==> config.mk <==
export PLATFORM = sky130hd
export DESIGN_NAME = pipeline_ctrl
export DESIGN_NICKNAME = d
export VERILOG_FILES = /design/src/rtl/pipeline_ctrl.sv
export SDC_FILE = /design/constraint.sdc
export NUM_CORES = 1
export LEC_CHECK = 0
export ABC_CLOCK_PERIOD_IN_PS = 3200
export BUFFER_PORTS_ARGS = -buffer_cell sky130_fd_sc_hd__buf_2
export CAP_MARGIN = 10
export CORE_ASPECT_RATIO = 0.7
export CORE_UTILIZATION = 38
export CTS_BUF_LIST = sky130_fd_sc_hd__clkbuf_2 sky130_fd_sc_hd__clkbuf_4 sky130_fd_sc_hd__clkbuf_8
export DETAILED_ROUTE_END_ITERATION = 8
export GPL_ROUTABILITY_DRIVEN = 1
export GPL_TIMING_DRIVEN = 0
export PLACE_DENSITY = 0.62
export SLEW_MARGIN = 5
export SYNTH_ARGS = -nofsm -noshare
export SYNTH_HDL_FRONTEND = slang
export SYNTH_SLANG_ARGS = --single-unit
==> constraint.sdc <==
create_clock -name clk -period 3.2 [get_ports clk]
set_input_delay 0.16 -clock clk [delete_from_list [all_inputs] [get_ports clk]]
set_output_delay 0.16 -clock clk [all_outputs]
set_load 0.05 [all_outputs]
==> src/rtl/pipeline_ctrl.sv <==
// pipeline_ctrl: stall/flush/redirect sequencing for a 5-stage RV32I pipeline with a saturating stall counter.
module pipeline_ctrl #(
  parameter int CNT_W = 32
) (
  input  logic             clk,
  input  logic             rst,
  input  logic [4:0]       id_rs1,
  input  logic [4:0]       id_rs2,
  input  logic             id_use_rs1,
  input  logic             id_use_rs2,
  input  logic [4:0]       ex_rd,
  input  logic             ex_mem_read,
  input  logic             ex_redirect,
  input  logic [31:0]      ex_target,
  input  logic             imem_ready,
  input  logic             dmem_req,
  input  logic             dmem_ready,
  output logic             stall_pc,
  output logic             stall_if_id,
  output logic             stall_id_ex,
  output logic             stall_ex_mem,
  output logic             bubble_id_ex,
  output logic             bubble_mem_wb,
  output logic             flush_if_id,
  output logic             pc_redirect,
  output logic [31:0]      pc_target,
  output logic [1:0]       state,
  output logic [CNT_W-1:0] stall_cnt
);
  typedef enum logic [1:0] {RUN = 2'd0, IMEM_WAIT = 2'd1, DMEM_WAIT = 2'd2} state_t;
  state_t            state_q, state_d;
  logic              pend_valid_q, pend_valid_d;
  logic [31:0]       pend_target_q, pend_target_d;
  logic [CNT_W-1:0]  stall_cnt_q, stall_cnt_d;
  logic              load_use, dwait, iwait;
  logic              s_pc, s_ifid, s_idex, s_exmem, b_idex, b_memwb, f_ifid, redir;
  logic [31:0]       tgt;
  assign load_use = ex_mem_read & (ex_rd != 5'd0) &
                    ((id_use_rs1 & (ex_rd == id_rs1)) | (id_use_rs2 & (ex_rd == id_rs2)));
  assign dwait = dmem_req & ~dmem_ready;
  assign iwait = ~imem_ready;
  // EX frozen by a data wait re-presents its redirect/hazard later, so dwait masks everything.
  always_comb begin
    s_pc = 1'b0;
    s_ifid = 1'b0;
    s_idex = 1'b0;
    s_exmem = 1'b0;
    b_idex = 1'b0;
    b_memwb = 1'b0;
    f_ifid = 1'b0;
    redir = 1'b0;
    tgt = 32'd0;
    state_d = RUN;
    pend_valid_d = pend_valid_q;
    pend_target_d = pend_target_q;
    if (dwait) begin
      s_pc = 1'b1;
      s_ifid = 1'b1;
      s_idex = 1'b1;
      s_exmem = 1'b1;
      b_memwb = 1'b1;
      state_d = DMEM_WAIT;
    end else if (ex_redirect) begin
      b_idex = 1'b1;
      f_ifid = 1'b1;
      if (imem_ready) begin
        redir = 1'b1;
        tgt = ex_target;
        pend_valid_d = 1'b0;
      end else begin
        s_pc = 1'b1;
        pend_valid_d = 1'b1;
        pend_target_d = ex_target;
        state_d = IMEM_WAIT;
      end
    end else if (pend_valid_q && imem_ready) begin
      redir = 1'b1;
      tgt = pend_target_q;
      f_ifid = 1'b1;
      pend_valid_d = 1'b0;
    end else if (load_use) begin
      s_pc = 1'b1;
      s_ifid = 1'b1;
      b_idex = 1'b1;
      state_d = iwait ? IMEM_WAIT : RUN;
    end else if (iwait) begin
      s_pc = 1'b1;
      f_ifid = 1'b1;
      state_d = IMEM_WAIT;
    end
    stall_cnt_d = (s_pc && !(&stall_cnt_q)) ? stall_cnt_q + 1'b1 : stall_cnt_q;
  end
  always_ff @(posedge clk or posedge rst) begin
    if (rst) begin
      state_q <= RUN;
      pend_valid_q <= 1'b0;
      pend_target_q <= 32'd0;
      stall_cnt_q <= '0;
    end else begin
      state_q <= state_d;
      pend_valid_q <= pend_valid_d;
      pend_target_q <= pend_target_d;
      stall_cnt_q <= stall_cnt_d;
    end
  end
  assign stall_pc = s_pc & ~rst;
  assign stall_if_id = s_ifid & ~rst;
  assign stall_id_ex = s_idex & ~rst;
  assign stall_ex_mem = s_exmem & ~rst;
  assign bubble_id_ex = b_idex & ~rst;
  assign bubble_mem_wb = b_memwb & ~rst;
  assign flush_if_id = f_ifid & ~rst;
  assign pc_redirect = redir & ~rst;
  assign pc_target = rst ? 32'd0 : tgt;
  assign state = state_q;
  assign stall_cnt = stall_cnt_q;
endmodule

==> results.txt, run 1 <==
----------------------------------------------------
[Logic synthesis]
  Gate Count Post-Synth ... 340
  Number of enable flip-flop cells after synthesis ... 0
  Sequential-to-total area share from yosys stat ... 47.0%
  Synth top area share ... 47.0%
  Synth Warn # ... 0
  Library cell occupying the most area in the post-synthesis netlist ... dfrtp_1
  Syn Std Cell Area ... 3570 um^2
  Mean post-synth cell area ... 10.5 um^2
  Mapped Nets ... 397
  Top area cells in the synthesized netlist ... dfrtp_1, mux2_2, a22oi_1
  Synth async-reset ratio ... 100%
  Synthesis-stage register bit count ... 67
  Unique cell type count in the Yosys netlist ... 43
  Most frequently used flop master after synthesis ... dfrtp_1

[Critical path]
  Setup slack of the worst register-to-register path ... 960 ps
  Critical path's most frequent cell ... buf_2
  Data required time of the critical path ... 3040 ps
  WS Path Type ... input port to primary output
  Worst path arrival time ... 2630 ps
  Critical Path Max Stage Delay ... 520 ps
  Worst path bufs/invs ... 6
  Length in cells of the worst reg-to-reg path ... 6
  Maximum fanout encountered on the critical timing path ... 37
  Crit path max-delay family ... buffers and inverters
  Reg2Reg Capture Point ... stall_cnt[1]$_DFFE_PP0P_
  Critical-path top delay cell ... dlygate4sd3_1
  Crit path cell chain ... dlygate4sd3_1 -> buf_2 -> clkinvlp_4 -> buf_12 -> nand2_1 -> clkbuf_1 -> nor2_1 -> buf_2
  CP Launch Type ... input port
  Crit path capture type ... primary output
  Startpoint of the most critical register-to-register path ... stall_cnt[18]$_DFFE_PP0P_

[Drt]
  Average routed wire per standard cell ... 15.0 um
  DRC errors left ... 0
  Drt first-iter violations ... 142
  Final WL ... 9190 um
  Detailed-routing iteration count for the pre-antenna-repair pass ... 4
  Count of antenna-violating nets left after detailed routing ... 0
  Via-per-instance ratio ... 5.07
  Via Count ... 3,095

[Clock tree]
  Num Clock Sinks ... 67
  Setup bufs post-CTS ... 0
  Master cell of the clock root buffer ... clkbuf_8
  CTS Buf Count ... 9
  TritonCTS clock tree ... done
  Clock tree buffer depth ... 2
  Skew-Pair Late Insertion Delay ... 350 ps
  Clock-pin transition on the worst setup and hold timing paths ... 70 ps
  Post_cts resized ... 0
  H-Tree Depth ... 3

[Global route]
  Total routing resource utilization after global routing ... 19.8%
  Number of global-route vias before repair ... 3,041
  Largest net degree at the start of global routing ... 38
  Wire length of the first global-routing pass ... 15,400 um
  Initial antenna violation count ... 0
  Total grt overflow ... 0

[Timing]
  Post-layout min period ... 2790 ps
  Max frequency ... 358 MHz
  Final worst-path cycle share ... 87.2%
  Max-slew headroom at the worst pin ... 41.4%
  Total of endpoints with negative setup slack in the final report ... 0
  Aggregate negative setup slack ... 0 ps
  Setup repair after global routing missed its margin ... false
  Transition at the pin with the smallest max-transition slack ... 872 ps
  Final Hold Violating Endpoints ... 0
  Max Transition Viols Final ... 0
  Worst clock skew ... 9.76 ps

[Hold path]
  Hold Startpoint ... ex_target[15]
  Worst Hold Class ... input port to flop
  Endpoint of the worst hold path ... pend_target_q[15]$_DFFE_PP0P_
  Number of cells on the worst hold path ... 2

[Floorplanning]
  Top Ports ... 130
  Number of rows in the core area ... 29
  X dimension of the die ... 118 um
  Die H ... 83.1 um
  Placeable core region ... 9070 um^2
  Die area ... 9790 um^2
  Initial cell density of the core ... 39.3%

[Final layout]
  Count of placed standard cells in the final layout, fillers left out ... 611
  Final instance area ... 4600 um^2
  Number of nets in the layout ... 540
  Area Overhead vs Synth ... 28.9%
  Layout Utilization ... 50.7%
  Share of cells above drive strength 1 ... 41.9%
  ANT cells ... 0

[Placed design]
  Placed insts ... 594
  Routability congestion estimate from global placement ... 0.858
  DP Wirelength ... 6910 um
  Placement-stage cell area ... 4390 um^2
  Port-buffer cells ... 129

[Power and ir drop]
  P per Cell Area ... 537 nW/um^2
  Max IR drop VDD ... 0.477 mV
  Pleak ... 2.23 nW

[Flow run]
  Maximum capacitance violations ... 0

[Status]
  Status ... finished, final reports clean

----------------------------------------------------
-- power breakdown --
group          switching [mW]  total (mW)  internal, mW
clock                   0.305       0.696         0.391
sequential              0.100        1.07         0.970
combinational           0.481       0.706         0.225
-- layout make-up --
class / instances / area, um^2
inverter: 7 / 30.0
tap: 124 / 155
clock buffer: 13 / 154
timing repair buffer: 131 / 676
multi-input combinational: 247 / 1760
fill: 892 / 4470
sequential: 67 / 1680
buffer: 19 / 101
timing repair inverter: 1 / 5.00
clock inverter: 2 / 37.5
-- cells by family (layout without fill, tap and decap cells) --
family          count (synthesis)  in the layout  synth area share (%)
xor+xnor                       41             41                  10.1
flops                          67             67                  47.0
compound gates                 43             43                  9.40
fa+ha+maj                       1              1                 0.351
mux                            34             34                  10.7
buf+inv                        26            173                  3.58
simple gates                  128            128                  18.9
-- synth_stat cells (3+ instances only) --
| cell type | n |
|---|---|
| a21oi_1 | 3 |
| a22oi_1 | 32 |
| and2_1 | 3 |
| buf_2 | 3 |
| buf_4 | 3 |
| clkbuf_1 | 10 |
| dfrtp_1 | 67 |
| inv_1 | 7 |
| mux2_2 | 32 |
| nand2_1 | 15 |
| nand3_1 | 15 |
| nand4_1 | 9 |
| nor2_1 | 52 |
| nor3_1 | 12 |
| nor3_2 | 5 |
| nor4_1 | 3 |
| nor4_2 | 3 |
| xnor2_1 | 14 |
| xor2_1 | 27 |
-- layout by cell type (no fill, tap or decap), types with 2 or more instances in the layout --
| master | count |
|---|---|
| clkbuf_8 | 9 |
| nor3_2 | 5 |
| inv_1 | 6 |
| clkbuf_4 | 4 |
| nand3_1 | 15 |
| a21oi_1 | 3 |
| nand4_1 | 9 |
| nor3_1 | 12 |
| nor4_1 | 3 |
| nor4_2 | 3 |
| mux2_2 | 32 |
| a22oi_1 | 32 |
| xor2_1 | 27 |
| nor2_1 | 52 |
| buf_6 | 2 |
| clkinvlp_4 | 2 |
| and2_1 | 3 |
| buf_2 | 132 |
| xnor2_1 | 14 |
| clkbuf_1 | 10 |
| dfrtp_1 | 67 |
| nand2_1 | 15 |
| buf_4 | 3 |
-- worst reg2reg max path, cell delays in order (launching register included) --
cell and delay, ps:
dfrtp_1 460, nand4_1 210, nor2_1 300, nand4_1 240
o211ai_4 370, buf_6 210, mux2_1 330
-- repair_timing --
| action | CTS | global route |
|---|---|---|
| endpoints found under the setup margin | 0 | 30 |
| hold buffers | 1 | 0 |
| hold endpoints to repair | 31 | 0 |
-- worst max path at each step --
stage	start	to	depth (start not counted)
floorplan	rst	bubble_id_ex	3
global placement	rst	pc_target[27]	6
detailed placement	rst	pc_target[8]	7
CTS	rst	pc_target[8]	8
global route	rst	pc_target[2]	8
finish	rst	pc_target[22]	8
-- metrics by stage --
stage | hold slack [ps] | worst slack (ps) | power [mW]
finish | 58.4 | 409 | 2.47
detailed placement | 346 | 600 | 1.79
floorplan | 226 | 612 | 1.58
global placement | 408 | -136 | 1.77
CTS | 39.0 | 46.1 | 2.50
global route | 33.1 | 169 | 2.61
-- registers in the layout, summed over array words and instances, names as in the netlist --
name	count
state	2
pend_valid_q	1
stall_cnt	32
pend_target_q	32
-- routing by layer --
layer	track usage [%]	up-vias	part of all wire, %
li1	-	1490	-
met2	29.5	78	44
met5	0	-	0
met4	3.85	0	0.77
met3	6.73	5	5.2
met1	28.0	1522	50
Power figures use the tool's default switching activity.
==> inputs of run 2 (changes only) <==
--- a/config.mk
+++ b/config.mk
@@ -5,7 +5,7 @@
 export SDC_FILE = /design/constraint.sdc
 export NUM_CORES = 1
 export LEC_CHECK = 0
-export ABC_CLOCK_PERIOD_IN_PS = 3200
+export ABC_CLOCK_PERIOD_IN_PS = 3500
 export BUFFER_PORTS_ARGS = -buffer_cell sky130_fd_sc_hd__buf_2
 export CAP_MARGIN = 10
 export CORE_ASPECT_RATIO = 0.7
==> constraint.sdc (replaced) <==
create_clock -name clk -period 3.5 [get_ports clk]
set_input_delay 0.175 -clock clk [delete_from_list [all_inputs] [get_ports clk]]
set_output_delay 0.175 -clock clk [all_outputs]
set_load 0.05 [all_outputs]
==> run 2 against run 1 <==
Global-route usage hardly changed. Worst hold slack better by 14 ps. Critical endpoint is now pc_target[30]. Critical path type unchanged. Clock skew is 4.5 ps lower. Largest power group unchanged.
==> results.txt, run 2 (synthesis results as in run 1) <==
----------------------------------------------------
[Power and ir drop]
  Power consumption ... 2.23 mW
  Sequential share of power ... 43.7%
  Pleak ... 2.24 nW
  Cell internal power dissipation ... 1.41 mW
  Switching pwr ... 0.824 mW
  Fraction of power consumed by the clock network ... 27.2%
  Switching share of power ... 36.9%
  P per Cell Area ... 487 nW/um^2
  Part of the power in combinational logic ... 29.1%
  Max IR drop VDD ... 0.346 mV

[Hold path]
  Endpoint of the worst hold path ... state[0]$_DFF_PP0_
  Number of cells on the worst hold path ... 2
  Worst Hold Class ... input port to flop
  Hold Startpoint ... imem_ready

[Final layout]
  FF+latch area ... 1680 um^2
  Final instance area ... 4580 um^2
  Leading cell type in the layout, fill and taps excluded ... buf_2
  Share of cells above drive strength 1 ... 41.8%
  Commonest cells after routing, fill and taps aside ... buf_2, dfrtp_1, nor2_1, mux2_2, a22oi_1
  Area Overhead vs Synth ... 28.5%
  Number of nets in the layout ... 539
  ANT cells ... 0
  Multi-input logic area ... 1760 um^2
  Count of filler cells inserted in the layout ... 886

[Critical path]
  Setup slack of the worst register-to-register path ... 1250 ps
  Length in cells of the worst reg-to-reg path ... 6
  Critical path's most frequent cell ... buf_2
  Reg2Reg Capture Point ... stall_cnt[1]$_DFFE_PP0P_
  Crit path capture type ... primary output
  WS Path Type ... input port to primary output
  CP Launch Type ... input port
  Critical-path top delay cell ... dlygate4sd3_1
  Startpoint of the most critical register-to-register path ... stall_cnt[12]$_DFFE_PP0P_
  Worst path arrival time ... 2500 ps
  Maximum fanout encountered on the critical timing path ... 36
  Crit path cell chain ... dlygate4sd3_1 -> buf_2 -> inv_4 -> buf_12 -> nand2_1 -> clkbuf_1 -> nor2_1 -> buf_2
  Data required time of the critical path ... 3320 ps
  Critical Path Max Stage Delay ... 550 ps

[Clock tree]
  Master cell of the clock root buffer ... clkbuf_8
  Skew-Pair Late Insertion Delay ... 340 ps
  CTS Buf Count ... 9
  Post_cts resized ... 0
  TritonCTS clock tree ... done
  Num Clock Sinks ... 67
  Clock-pin transition on the worst setup and hold timing paths ... 70 ps
  H-Tree Depth ... 3
  Clock tree buffer depth ... 2

[Drt]
  Via Count ... 3,082
  Drt first-iter violations ... 140
  DRC errors left ... 0
  Average routed wire per standard cell ... 15.2 um
  Final WL ... 9290 um
  Count of antenna-violating nets left after detailed routing ... 0
  Via-per-instance ratio ... 5.05
  Detailed-routing iteration count for the pre-antenna-repair pass ... 7

[Flow run]
  Maximum capacitance violations ... 0

[Global route]
  Total grt overflow ... 0
  Initial antenna violation count ... 0
  Total routing resource utilization after global routing ... 19.8%
  Number of global-route vias before repair ... 3,114
  Largest net degree at the start of global routing ... 37
  Wire length of the first global-routing pass ... 15,400 um

[Timing]
  Max Transition Viols Final ... 0
  Post-layout min period ... 2670 ps
  Final worst-path cycle share ... 76.4%
  Worst clock skew ... 5.28 ps
  Max frequency ... 374 MHz
  Transition at the pin with the smallest max-transition slack ... 827 ps
  Max-slew headroom at the worst pin ... 44.4%
  Setup repair after global routing missed its margin ... false
  Total of endpoints with negative setup slack in the final report ... 0
  Aggregate negative setup slack ... 0 ps
  Final Hold Violating Endpoints ... 0

[Floorplanning]
  Die area ... 9790 um^2
  X dimension of the die ... 118 um
  Initial cell density of the core ... 39.3%
  Top Ports ... 130
  Placeable core region ... 9070 um^2
  Number of rows in the core area ... 29
  Die H ... 83.1 um

[Status]
  Status ... finished, final reports clean

[Placed design]
  Port-buffer cells ... 129
  Placement-stage cell area ... 4390 um^2
  Routability congestion estimate from global placement ... 0.831
  DP Wirelength ... 6950 um

----------------------------------------------------
## run 2: changes by cell type in the layout (fill, tap and decap cells not counted), sizes merged
cell      before  now
clkinvlp       3    0
clkinv         0    2
bufinv         1    0
inv            6    7
## run 2: layout make-up
cell class,count,area share [%]
multi-input combinational,247,38.5
clock inverter,2,0.218
tap,124,3.38
sequential,67,36.6
inverter,7,0.628
timing repair buffer,131,14.7
clock buffer,13,3.77
buffer,19,2.21
## run 2: per-stage QoR
step	utilization (%)	std cells	setup WS [ps]	hold WS [ps]
floorplan	-	340	24.3	241
global placement	48.2	593	-701	422
detailed placement	48.4	594	1240	264
CTS	50.5	610	747	45.7
global route	50.5	610	534	56.8
finish	50.5	610	826	71.9
## run 2: how the worst max path moves through the flow
stage,slack [ps],startpoint,depth (start not counted),end
2_1_floorplan,20,rst,3,bubble_id_ex
3_3_place_gp,-700,rst,6,pc_target[30]
3_5_place_dp,1240,stall_cnt[18]$_DFFE_PP0P_,6,stall_cnt[1]$_DFFE_PP0P_
4_1_cts,750,rst,8,pc_target[30]
5_1_grt,530,rst,8,pc_target[30]
6_report,830,rst,8,pc_target[30]
## run 2: critical path, delay by kind of cell
kind                   cells  cell delay, ps
buffers and inverters      6            1910
and+or+nand+nor            2             410
## run 2: power groups by stage
stage,clock network [mW],logic (mW),registers (mW)
6_report,0.608,0.649,0.977
5_1_grt,0.654,0.698,0.993
4_1_cts,0.631,0.655,0.975
3_5_place_dp,0,0.651,0.990
3_3_place_gp,0,0.637,0.982
2_1_floorplan,0,0.319,1.13
## run 2: repair_timing
action                                  CTS  global route
hold endpoints to repair                 32             0
buffers inserted                          0             0
endpoints found under the setup margin    0             0
hold buffers                              1             0
## run 2: metal layers
layer | vias up | global-route usage (%) | wire [um]
met3 | 10 | 5.49 | 519
met5 | - | 0 | 0
met2 | 89 | 29.8 | 4090
met4 | 0 | 5.59 | 89
li1 | 1493 | - | -
met1 | 1490 | 27.8 | 4590
==> inputs of run 3 (changes only) <==
--- a/config.mk
+++ b/config.mk
@@ -5,7 +5,7 @@
 export SDC_FILE = /design/constraint.sdc
 export NUM_CORES = 1
 export LEC_CHECK = 0
-export ABC_CLOCK_PERIOD_IN_PS = 3500
+export ABC_CLOCK_PERIOD_IN_PS = 2300
 export BUFFER_PORTS_ARGS = -buffer_cell sky130_fd_sc_hd__buf_2
 export CAP_MARGIN = 10
 export CORE_ASPECT_RATIO = 0.7
@@ -14,7 +14,7 @@
 export DETAILED_ROUTE_END_ITERATION = 8
 export GPL_ROUTABILITY_DRIVEN = 1
 export GPL_TIMING_DRIVEN = 0
-export PLACE_DENSITY = 0.62
+export PLACE_DENSITY = 0.64
 export SLEW_MARGIN = 5
 export SYNTH_ARGS = -nofsm -noshare
 export SYNTH_HDL_FRONTEND = slang
==> constraint.sdc (replaced) <==
create_clock -name clk -period 2.3 [get_ports clk]
set_input_delay 0.115 -clock clk [delete_from_list [all_inputs] [get_ports clk]]
set_output_delay 0.115 -clock clk [all_outputs]
set_load 0.05 [all_outputs]
==> run 3 against run 2 <==
Worst hold slack got worse by 50 ps. Sequential power grew 53%. Count of clock-buffer cells in the layout down 3. Die area stayed put. Wire length is 2.3% higher. Non-clock buffer count up 7. Via count rose by 2.2%. Cell area grew 2.8%. Sequential cell count stayed put. Largest cell class unchanged.
==> results.txt, run 3 (synthesis results as in run 1) <==
----------------------------------------------------
[Power and ir drop]
  Pleak ... 2.30 nW
  Max IR drop VDD ... 0.771 mV
  Power consumption ... 3.56 mW
  P per Cell Area ... 754 nW/um^2

[Clock tree]
  Clock tree buffer depth ... 2
  TritonCTS clock tree ... done
  Master cell of the clock root buffer ... clkbuf_8
  Skew-Pair Late Insertion Delay ... 340 ps
  Num Clock Sinks ... 67
  CTS Buf Count ... 9
  Clock-pin transition on the worst setup and hold timing paths ... 70 ps
  H-Tree Depth ... 3

[Global route]
  Wire length of the first global-routing pass ... 15,600 um
  Largest net degree at the start of global routing ... 39
  Total grt overflow ... 0
  Initial antenna violation count ... 0
  Total routing resource utilization after global routing ... 20.2%
  Number of global-route vias before repair ... 3,111

[Timing]
  Setup repair after global routing missed its margin ... false
  Total of endpoints with negative setup slack in the final report ... 0
  Transition at the pin with the smallest max-transition slack ... 759 ps
  Worst clock skew ... 6.41 ps
  Max frequency ... 462 MHz
  Max Transition Viols Final ... 0
  Final worst-path cycle share ... 94.0%
  Post-layout min period ... 2160 ps
  Max-slew headroom at the worst pin ... 49.3%
  Final Hold Violating Endpoints ... 0

[Final layout]
  Share of cells above drive strength 1 ... 44.1%
  Leading cell type in the layout, fill and taps excluded ... buf_2
  Final instance area ... 4710 um^2
  Number of nets in the layout ... 547
  ANT cells ... 0
  Commonest cells after routing, fill and taps aside ... buf_2, dfrtp_1, nor2_1, mux2_2, a22oi_1
  Area Overhead vs Synth ... 32.1%
  Count of placed standard cells in the final layout, fillers left out ... 618

[Drt]
  Final WL ... 9500 um
  Detailed-routing iteration count for the pre-antenna-repair pass ... 4
  Via Count ... 3,151
  Via-per-instance ratio ... 5.10
  Count of antenna-violating nets left after detailed routing ... 0
  Average routed wire per standard cell ... 15.4 um
  DRC errors left ... 0
  Drt first-iter violations ... 149

[Placed design]
  Placement-stage cell area ... 4400 um^2
  Routability congestion estimate from global placement ... 0.849
  DP Wirelength ... 7060 um
  Placed insts ... 594
  Port-buffer cells ... 129

[Floorplanning]
  Die H ... 83.1 um
  Initial cell density of the core ... 39.3%
  X dimension of the die ... 118 um
  Number of rows in the core area ... 29
  Placeable core region ... 9070 um^2
  Top Ports ... 130
  Die area ... 9790 um^2

[Hold path]
  Worst Hold Class ... input port to flop

[Critical path]
  Crit path capture type ... flop
  Data required time of the critical path ... 2520 ps
  Worst path arrival time ... 2390 ps
  WS Path Type ... flop to flop
  Maximum fanout encountered on the critical timing path ... 10
  CP Launch Type ... flop

[Status]
  Status ... finished, final reports clean

[Flow run]
  Maximum capacitance violations ... 0

----------------------------------------------------
## run 3: cell types whose count changed in the layout (fill, tap and decap cells not counted), moves of 2 or more
cell           before  now
clkinvlp_4          0    2
nor2_2              0    2
clkbuf_8           12   10
bufinv_16           0    2
clkbuf_1           10    1
clkbuf_2            0    9
nor2_1             52   50
dlygate4sd3_1       1    7
## run 3: per-layer routing
| layer | vias to the layer above | GRT usage [%] | part of all wire (%) |
|---|---|---|---|
| li1 | 1503 | - | - |
| met1 | 1550 | 27.4 | 46 |
| met2 | 86 | 31.7 | 47 |
| met3 | 12 | 5.29 | 5.7 |
| met4 | 0 | 6.29 | 1.2 |
| met5 | - | 0 | 0 |
## run 3: timing repair
item / in CTS / in global routing
hold endpoints to repair: 34 / 1
buffers inserted: 0 / 1
setup endpoints to repair: 30 / 31
resized for setup: 2 / 17
gates cloned: 1 / 0
pin swaps: 0 / 2
hold buffers: 6 / 1
## run 3: area by class of cell
type,instances,area [um^2]
Buffer,19,113
Inverter,7,30.0
Clock inverter,5,77.6
Timing Repair Buffer,138,743
Clock buffer,10,138
Fill cell,865,4360
Multi-Input combinational cell,247,1780
Tap cell,124,155
Timing Repair inverter,1,5.00
Sequential cell,67,1680
## run 3: critical path: stages, from the launching register on
cell      delay, ps
dfrtp_1         440
nand4_1         250
nor2_2          220
nand4_1         210
o211ai_4        380
buf_6           210
mux2_1          320
## run 3: worst paths after layout
kind	start	to	slack, ps	depth (start not counted)
max	stall_cnt[18]$_DFFE_PP0P_	stall_cnt[1]$_DFFE_PP0P_	140	6
min reg2reg	stall_cnt[15]$_DFFE_PP0P_	stall_cnt[15]$_DFFE_PP0P_	490	1
max reg2reg	stall_cnt[18]$_DFFE_PP0P_	stall_cnt[1]$_DFFE_PP0P_	140	6
max in group asynchronous	rst	pend_target_q[28]$_DFFE_PP0P_	710	4
min	ex_target[6]	pend_target_q[6]$_DFFE_PP0P_	20	2
min in group asynchronous	rst	pend_target_q[31]$_DFFE_PP0P_	430	4
## run 3: where the power goes
part	internal (mW)	switching, mW
Sequential	1.35	0.136
Clock	0.630	0.438
Combinational	0.324	0.679
## run 3: per-stage QoR
step	utilization (%)	TNS [ps]	worst slack [ps]	hold slack [ps]
4_1_cts	51.6	0	2.85	0.288
3_5_place_dp	48.5	-4550	-182	296
2_1_floorplan	-	0	22.1	181
5_1_grt	52.0	0	11.0	0.0386
3_3_place_gp	48.3	-28500	-900	363
6_report	52.0	0	138	22.2
